`src/rtl/axistream_pktgen_pkg.sv`:
```
// Shared types and helpers for the AXI-Stream packet generator.
// Holds the FSM state encoding, counter widths and the per-length
// beat/keep helpers used when a burst configuration is latched.
package axistream_pktgen_pkg;

  localparam int CNT_W      = 16;   // cfg_len / cfg_count / pkts_sent / beat index
  localparam int GAP_W      = 8;    // cfg_gap and the gap down-counter
  localparam int MAX_KEEP_W = 128;  // widest byte-lane mask the helpers can produce

  typedef enum logic [1:0] {
    IDLE = 2'd0,
    SEND = 2'd1,
    GAP  = 2'd2
  } state_e;

  // Number of beats needed to carry len bytes on a keep_w-lane bus.
  function automatic logic [CNT_W-1:0] beats_for_len(input logic [CNT_W-1:0] len,
                                                     input int keep_w);
    int beats;
    beats = (int'(len) + keep_w - 1) / keep_w;
    return beats[CNT_W-1:0];
  endfunction

  // TKEEP for the final beat: low (len mod keep_w) lanes, or all lanes when the
  // length is an exact multiple of the bus width.
  function automatic logic [MAX_KEEP_W-1:0] last_keep(input logic [CNT_W-1:0] len,
                                                      input int keep_w);
    logic [MAX_KEEP_W-1:0] mask;
    int rem;
    rem  = int'(len) % keep_w;
    mask = '0;
    for (int i = 0; i < MAX_KEEP_W; i++) begin
      if (rem == 0) mask[i] = (i < keep_w);
      else          mask[i] = (i < rem);
    end
    return mask;
  endfunction

endpackage

```
`src/rtl/axistream_pktgen_lanes.sv`:
```
// Byte-lane pattern generator: lane j carries (pkt_idx + byte_off + j) mod 256,
// so every byte of a packet encodes its own offset plus the packet index.
// Lanes with keep low are forced to zero.
module axistream_pktgen_lanes #(
  parameter int KEEP_WIDTH = 8
) (
  input  logic [7:0]              byte_off,
  input  logic [7:0]              pkt_idx,
  input  logic [KEEP_WIDTH-1:0]   keep,
  output logic [8*KEEP_WIDTH-1:0] data
);

  genvar gi;
  generate
    for (gi = 0; gi < KEEP_WIDTH; gi++) begin : g_lane
      // 8-bit wraparound gives the mod-256 pattern for free
      assign data[8*gi +: 8] = keep[gi] ? (pkt_idx + byte_off + 8'(gi)) : 8'd0;
    end
  endgenerate

endmodule

```
`src/rtl/axistream_pktgen.sv`:
```
// AXI-Stream packet generator feeding the filter snoop port.
// Emits cfg_count packets of cfg_len self-describing bytes per start pulse,
// honouring TREADY; every output is a flop.
// Optional feature: define PKTGEN_GAP_EN to build the inter-packet GAP state
// (cfg_gap idle cycles between packets); otherwise packets are back-to-back.
module axistream_pktgen
  import axistream_pktgen_pkg::*;
#(
  parameter  int SN_FWD_DATA_WIDTH = 64,
  parameter  int MAX_PKT_BYTES     = 2048,
  localparam int KEEP_WIDTH        = SN_FWD_DATA_WIDTH / 8
) (
  input  logic                         clk,
  input  logic                         rst,
  input  logic                         start,
  input  logic                         stop,
  input  logic [15:0]                  cfg_len,
  input  logic [15:0]                  cfg_count,
  input  logic [7:0]                   cfg_gap,
  output logic [SN_FWD_DATA_WIDTH-1:0] sn_TDATA,
  output logic [KEEP_WIDTH-1:0]        sn_TKEEP,
  output logic                         sn_TVALID,
  output logic                         sn_TLAST,
  input  logic                         sn_TREADY,
  output logic                         busy,
  output logic                         done,
  output logic                         cfg_err,
  output logic [15:0]                  pkts_sent
);

  state_e                 state_q, state_d;
  logic [CNT_W-1:0]       count_q, count_d;
  logic [CNT_W-1:0]       last_beat_q, last_beat_d;
  logic [KEEP_WIDTH-1:0]  last_keep_q, last_keep_d;
  logic [7:0]             pkt_idx_q, pkt_idx_d;
  logic [CNT_W-1:0]       pkts_sent_q, pkts_sent_d;
  logic [CNT_W-1:0]       beat_q, beat_d;
  logic                   tvalid_q, tvalid_d;
  logic                   tlast_q, tlast_d;
  logic [KEEP_WIDTH-1:0]  tkeep_q, tkeep_d;
  logic [SN_FWD_DATA_WIDTH-1:0] tdata_q, tdata_d;
  logic                   done_q, done_d;
  logic                   cfg_err_q, cfg_err_d;
  logic [7:0]             byte_off;
`ifdef PKTGEN_GAP_EN
  logic [GAP_W-1:0]       gap_q, gap_d;
  logic [GAP_W-1:0]       gap_cnt_q, gap_cnt_d;
`else
  logic                   unused_gap;
  assign unused_gap = ^cfg_gap;
`endif

  // Next-state logic: burst control, packet/beat counters and TVALID
  always_comb begin
    state_d     = state_q;
    count_d     = count_q;
    last_beat_d = last_beat_q;
    last_keep_d = last_keep_q;
    pkt_idx_d   = pkt_idx_q;
    pkts_sent_d = pkts_sent_q;
    beat_d      = beat_q;
    tvalid_d    = tvalid_q;
    done_d      = 1'b0;
    cfg_err_d   = 1'b0;
`ifdef PKTGEN_GAP_EN
    gap_d       = gap_q;
    gap_cnt_d   = gap_cnt_q;
`endif
    unique case (state_q)
      IDLE: begin
        tvalid_d = 1'b0;
        if (start) begin
          if (cfg_len == 16'd0 || cfg_len > 16'(MAX_PKT_BYTES) || cfg_count == 16'd0) begin
            cfg_err_d = 1'b1;
          end else begin
            count_d     = cfg_count;
            last_beat_d = beats_for_len(cfg_len, KEEP_WIDTH) - 16'd1;
            last_keep_d = KEEP_WIDTH'(last_keep(cfg_len, KEEP_WIDTH));
            pkts_sent_d = '0;
            pkt_idx_d   = '0;
            beat_d      = '0;
            tvalid_d    = 1'b1;
            state_d     = SEND;
`ifdef PKTGEN_GAP_EN
            gap_d       = cfg_gap;
`endif
          end
        end
      end
      SEND: begin
        if (tvalid_q && sn_TREADY) begin
          if (tlast_q) begin
            pkts_sent_d = pkts_sent_q + 16'd1;
            pkt_idx_d   = pkt_idx_q + 8'd1;
            beat_d      = '0;
            // stop only takes effect at a packet boundary, never mid-packet
            if (pkts_sent_d == count_q || stop) begin
              state_d  = IDLE;
              tvalid_d = 1'b0;
              done_d   = 1'b1;
            end
`ifdef PKTGEN_GAP_EN
            else if (gap_q != '0) begin
              state_d   = GAP;
              tvalid_d  = 1'b0;
              gap_cnt_d = gap_q;
            end
`endif
          end else begin
            beat_d = beat_q + 16'd1;
          end
        end
      end
      GAP: begin
`ifdef PKTGEN_GAP_EN
        if (stop) begin
          state_d = IDLE;
          done_d  = 1'b1;
        end else if (gap_cnt_q == 8'd1) begin
          state_d  = SEND;
          tvalid_d = 1'b1;
        end else begin
          gap_cnt_d = gap_cnt_q - 8'd1;
        end
`else
        state_d = IDLE;
`endif
      end
      default: state_d = IDLE;
    endcase
  end

  // Beat attributes for the beat that will be presented next cycle
  always_comb begin
    tlast_d = tvalid_d && (beat_d == last_beat_d);
    tkeep_d = '0;
    if (tvalid_d) tkeep_d = tlast_d ? last_keep_q_sel() : '1;
  end

  function automatic logic [KEEP_WIDTH-1:0] last_keep_q_sel();
    return last_keep_d;
  endfunction

  assign byte_off = 8'(beat_d * 16'(KEEP_WIDTH));

  axistream_pktgen_lanes #(.KEEP_WIDTH(KEEP_WIDTH)) u_lanes (
    .byte_off (byte_off),
    .pkt_idx  (pkt_idx_d),
    .keep     (tkeep_d),
    .data     (tdata_d)
  );

  // State and output registers with synchronous reset
  always_ff @(posedge clk) begin
    if (rst) begin
      state_q     <= IDLE;
      count_q     <= '0;
      last_beat_q <= '0;
      last_keep_q <= '0;
      pkt_idx_q   <= '0;
      pkts_sent_q <= '0;
      beat_q      <= '0;
      tvalid_q    <= 1'b0;
      tlast_q     <= 1'b0;
      tkeep_q     <= '0;
      tdata_q     <= '0;
      done_q      <= 1'b0;
      cfg_err_q   <= 1'b0;
`ifdef PKTGEN_GAP_EN
      gap_q       <= '0;
      gap_cnt_q   <= '0;
`endif
    end else begin
      state_q     <= state_d;
      count_q     <= count_d;
      last_beat_q <= last_beat_d;
      last_keep_q <= last_keep_d;
      pkt_idx_q   <= pkt_idx_d;
      pkts_sent_q <= pkts_sent_d;
      beat_q      <= beat_d;
      tvalid_q    <= tvalid_d;
      tlast_q     <= tlast_d;
      tkeep_q     <= tkeep_d;
      tdata_q     <= tdata_d;
      done_q      <= done_d;
      cfg_err_q   <= cfg_err_d;
`ifdef PKTGEN_GAP_EN
      gap_q       <= gap_d;
      gap_cnt_q   <= gap_cnt_d;
`endif
    end
  end

  assign sn_TDATA  = tdata_q;
  assign sn_TKEEP  = tkeep_q;
  assign sn_TVALID = tvalid_q;
  assign sn_TLAST  = tlast_q;
  assign busy      = (state_q != IDLE);
  assign done      = done_q;
  assign cfg_err   = cfg_err_q;
  assign pkts_sent = pkts_sent_q;

endmodule

```
`config.mk`:
```
export PLATFORM = sky130hd
export DESIGN_NAME = axistream_pktgen
export DESIGN_NICKNAME = d
export VERILOG_FILES = /design/src/rtl/axistream_pktgen_pkg.sv /design/src/rtl/axistream_pktgen_lanes.sv /design/src/rtl/axistream_pktgen.sv
export SDC_FILE = /design/constraint.sdc
export NUM_CORES = 1
export LEC_CHECK = 0
export CORE_ASPECT_RATIO = 1.1
export CORE_UTILIZATION = 58
export CTS_BUF_LIST = sky130_fd_sc_hd__clkbuf_16
export CTS_CLUSTER_DIAMETER = 150
export CTS_CLUSTER_SIZE = 14
export DETAILED_ROUTE_END_ITERATION = 16
export PLACE_DENSITY = 0.86
export SLEW_MARGIN = 20
export SYNTH_ARGS = -nofsm -noshare
export SYNTH_HDL_FRONTEND = slang
export SYNTH_SLANG_ARGS = --single-unit
export TNS_END_PERCENT = 1
```
`constraint.sdc`:
```
create_clock -name clk -period 13.02 [get_ports clk]
set_input_delay 1.953 -clock clk [delete_from_list [all_inputs] [get_ports clk]]
set_output_delay 1.953 -clock clk [all_outputs]
set_load 0.01 [all_outputs]
```
==> results.yml <==
die:
  num_io_pins: 138
  die_x_um: 114
  die_area_um2: 14200
  core_um2: 13300
  die_y_um: 125
  start_util_pct: 59.9
  row_count: 44
timing:
  setup_viol: 0
  min_period_over_period_pct: 51.1
  fin_crit_ps: 6660
  hold_violations: 0
  skew_ps: 7.07
  worst_pin_slew_ps: 1060
  clock.fmax_ghz: 0.150
  drv_slew: 0
  finalSetupTns_ps: 0
  relSlewSlack_pct: 27.8
  rsz0062_at_grt: "no"
logic_synthesis:
  yosysTopAreaCell: "dfxtp_1"
  yosys_warnings: 0
  synth-seq-cells: 157
  synth_area_leaders: "dfxtp_1 40%, xnor2_1 6.6%, nor2_1 4.9%"
  synth-seq-area-share_pct: 39.6
  synth_common_cells: "157 x dfxtp_1, 104 x nor2_1, 102 x nand2_1, 76 x nor3_1, 71 x a21oi_1"
  mappedNetlistArea_um2: 7950
  ys.flop_type: "dfxtp_1"
  yosysTopAreaCellShare_pct: 39.6
  yosysMostFrequentCell: "dfxtp_1"
  async_reset_ff_share_pct: 0
  synthesis.nets: 1022
  synth_edf_count: 0
  netlist_instances: 960
  synth_cell_types: 70
  avgSynthCellArea_um2: 8.28
critical_path:
  cp-end-kind: "register"
  start_kind: "primary input"
  crit_fanout: 34
  required_ps: 13310
  critPathKind: "in -> reg"
  critPathArrivalTime_ps: 6940
placement:
  finalWeightedCongestion: 0.865
  place_area_um2: 9290
  dp_hpwl_mm: 14.7
  port_buffers: 129
detailed_routing:
  drt.antenna.violating_nets: 0
  num_vias: 7469
  routed_via_density: 5.96
  dr.first_iter.drc_count: 632
  drc_errors: 0
  routed_wl_mm: 21.6
  avgRoutedWirePerCell_um: 17.2
  detail_route.first_pass.iterations: 5
layout:
  drive_gt1_share_pct: 6.17
  nets: 1118
  nFillCells: 967
  diodes: 0
  syn_to_final_growth_pct: 24.3
  fin_area_um2: 9880
  fin_util_pct: 74.5
global_route:
  grt_remaining_overflow: 0
  grt_usage_pct: 31.5
  grt_pass1_wl_mm: 35.2
  grt_max_degree: 84
  grt_antenna_before_repair: 0
  grt_pass1_vias: 7109
power:
  ir_drop_v: 0.000105
  p_leak_uw: 0.00342
  p_per_area_nw_per_um2: 105
clocking:
  cts_max_level: 4
  cts.sinks: 157
  cts_root_buffer: "clkbuf_16"
  clk_pin_slew_ps: 70
  cts_hold_buf: 0
  cts_resized: 0
  clock_latency_ps: 440
  cts_setup_buffers: 0
  numCtsBuffers: 17
  cts_tree: "built"
  clock_path_buffers: 2
run:
  cap_violations: 0
status:
  status: "completed"
min_path:
  hold_class: "reg -> reg"
[area by class of cell]
| class | count | area [µm²] | area share, % |
|---|---|---|---|
| Sequential cell | 157 | 3140 | 31.8 |
| Multi-Input combinational cell | 712 | 4450 | 45.1 |
| Clock inverter | 15 | 164 | 1.66 |
| Tap cell | 184 | 230 | 2.33 |
| Clock buffer | 17 | 425 | 4.31 |
| Timing Repair Buffer | 138 | 1350 | 13.7 |
| Inverter | 30 | 113 | 1.14 |
[sequential cells by signal, indices dropped and copies added, names as in the netlist]
| signal | count |
|---|---|
| state_q | 1 |
| count_q | 16 |
| sn_TDATA | 64 |
| last_beat_q | 16 |
| beat_q | 16 |
| pkt_idx_q | 8 |
| cfg_err | 1 |
| sn_TVALID | 1 |
| sn_TKEEP | 8 |
| sn_TLAST | 1 |
| last_keep_q | 8 |
| done | 1 |
| pkts_sent | 16 |
[through the flow]
step | instances | total power, µW | setup WS (ps) | hold WS (ps)
6_report | 1253 | 1040 | 6360 | 470
5_1_grt | 1253 | 1070 | 5980 | 491
4_1_cts | 1253 | 1040 | 6370 | 470
3_5_place_dp | 1221 | 547 | 5950 | 461
3_3_place_gp | 1221 | 546 | 6060 | 455
2_1_floorplan | 960 | 523 | 7000 | 441
[critical path: stages]
cell,delay [ps]
clkdlybuf4s50_1,550
or3_1,600
o31ai_4,320
o2111a_2,370
nand2_1,440
buf_4,430
a32oi_1,490
inv_1,90
ha_1,310
a21o_1,180
a21oi_1,180
xnor2_1,140
buf_4,240
and3_1,190
nand2_1,90
nor2_1,140
xor2_1,150
nor3_1,60
[placed cells by master (no fill, tap or decap), types with 16 or more instances in the layout]
| master | instances |
|---|---|
| clkdlybuf4s50_1 | 128 |
| xnor2_1 | 60 |
| ha_1 | 16 |
| nor3_1 | 76 |
| nand2_1 | 102 |
| dfxtp_1 | 157 |
| clkbuf_16 | 17 |
| nand3_1 | 26 |
| a21oi_1 | 71 |
| nor4_1 | 16 |
| inv_1 | 31 |
| o21ai_0 | 30 |
| xor2_1 | 24 |
| nor2_1 | 103 |
[routing by layer]
| layer | up-vias | track usage, % | share of wire [%] |
|---|---|---|---|
| met3 | 62 | 9.93 | 8.8 |
| li1 | 3586 | - | - |
| met5 | - | 0 | 0 |
| met1 | 3526 | 37.2 | 39 |
| met4 | 0 | 13.2 | 3.1 |
| met2 | 295 | 52.1 | 49 |
[worst paths after layout]
| kind | start | endpoint | slack [ps] | depth (start not counted) |
|---|---|---|---|---|
| setup / recovery | cfg_len[0] | sn_TDATA[15]$_SDFF_PP0_ | 6360 | 18 |
| hold / removal | count_q[15]$_SDFFE_PP0P_ | count_q[15]$_SDFFE_PP0P_ | 470 | 2 |
| setup reg to reg | sn_TLAST$_SDFF_PP0_ | sn_TDATA[39]$_SDFF_PP0_ | 8650 | 9 |
| hold reg to reg | count_q[15]$_SDFFE_PP0P_ | count_q[15]$_SDFFE_PP0P_ | 470 | 2 |
[kinds of logic after synthesis]
logic type / share of synthesized area (%)
AND/OR/NAND/NOR: 27.1
AO/OA/AOI/OAI: 16.1
adder cells (fa/ha/maj): 2.77
flip-flops: 39.6
multiplexers: 0.630
buffers and inverters: 4.47
XOR/XNOR: 9.46
[power by group]
| group | switching, µW | internal [µW] |
|---|---|---|
| clock | 214 | 286 |
| combinational | 33.4 | 21.4 |
| sequential | 0.619 | 481 |
(Power assumes the default switching activity.)
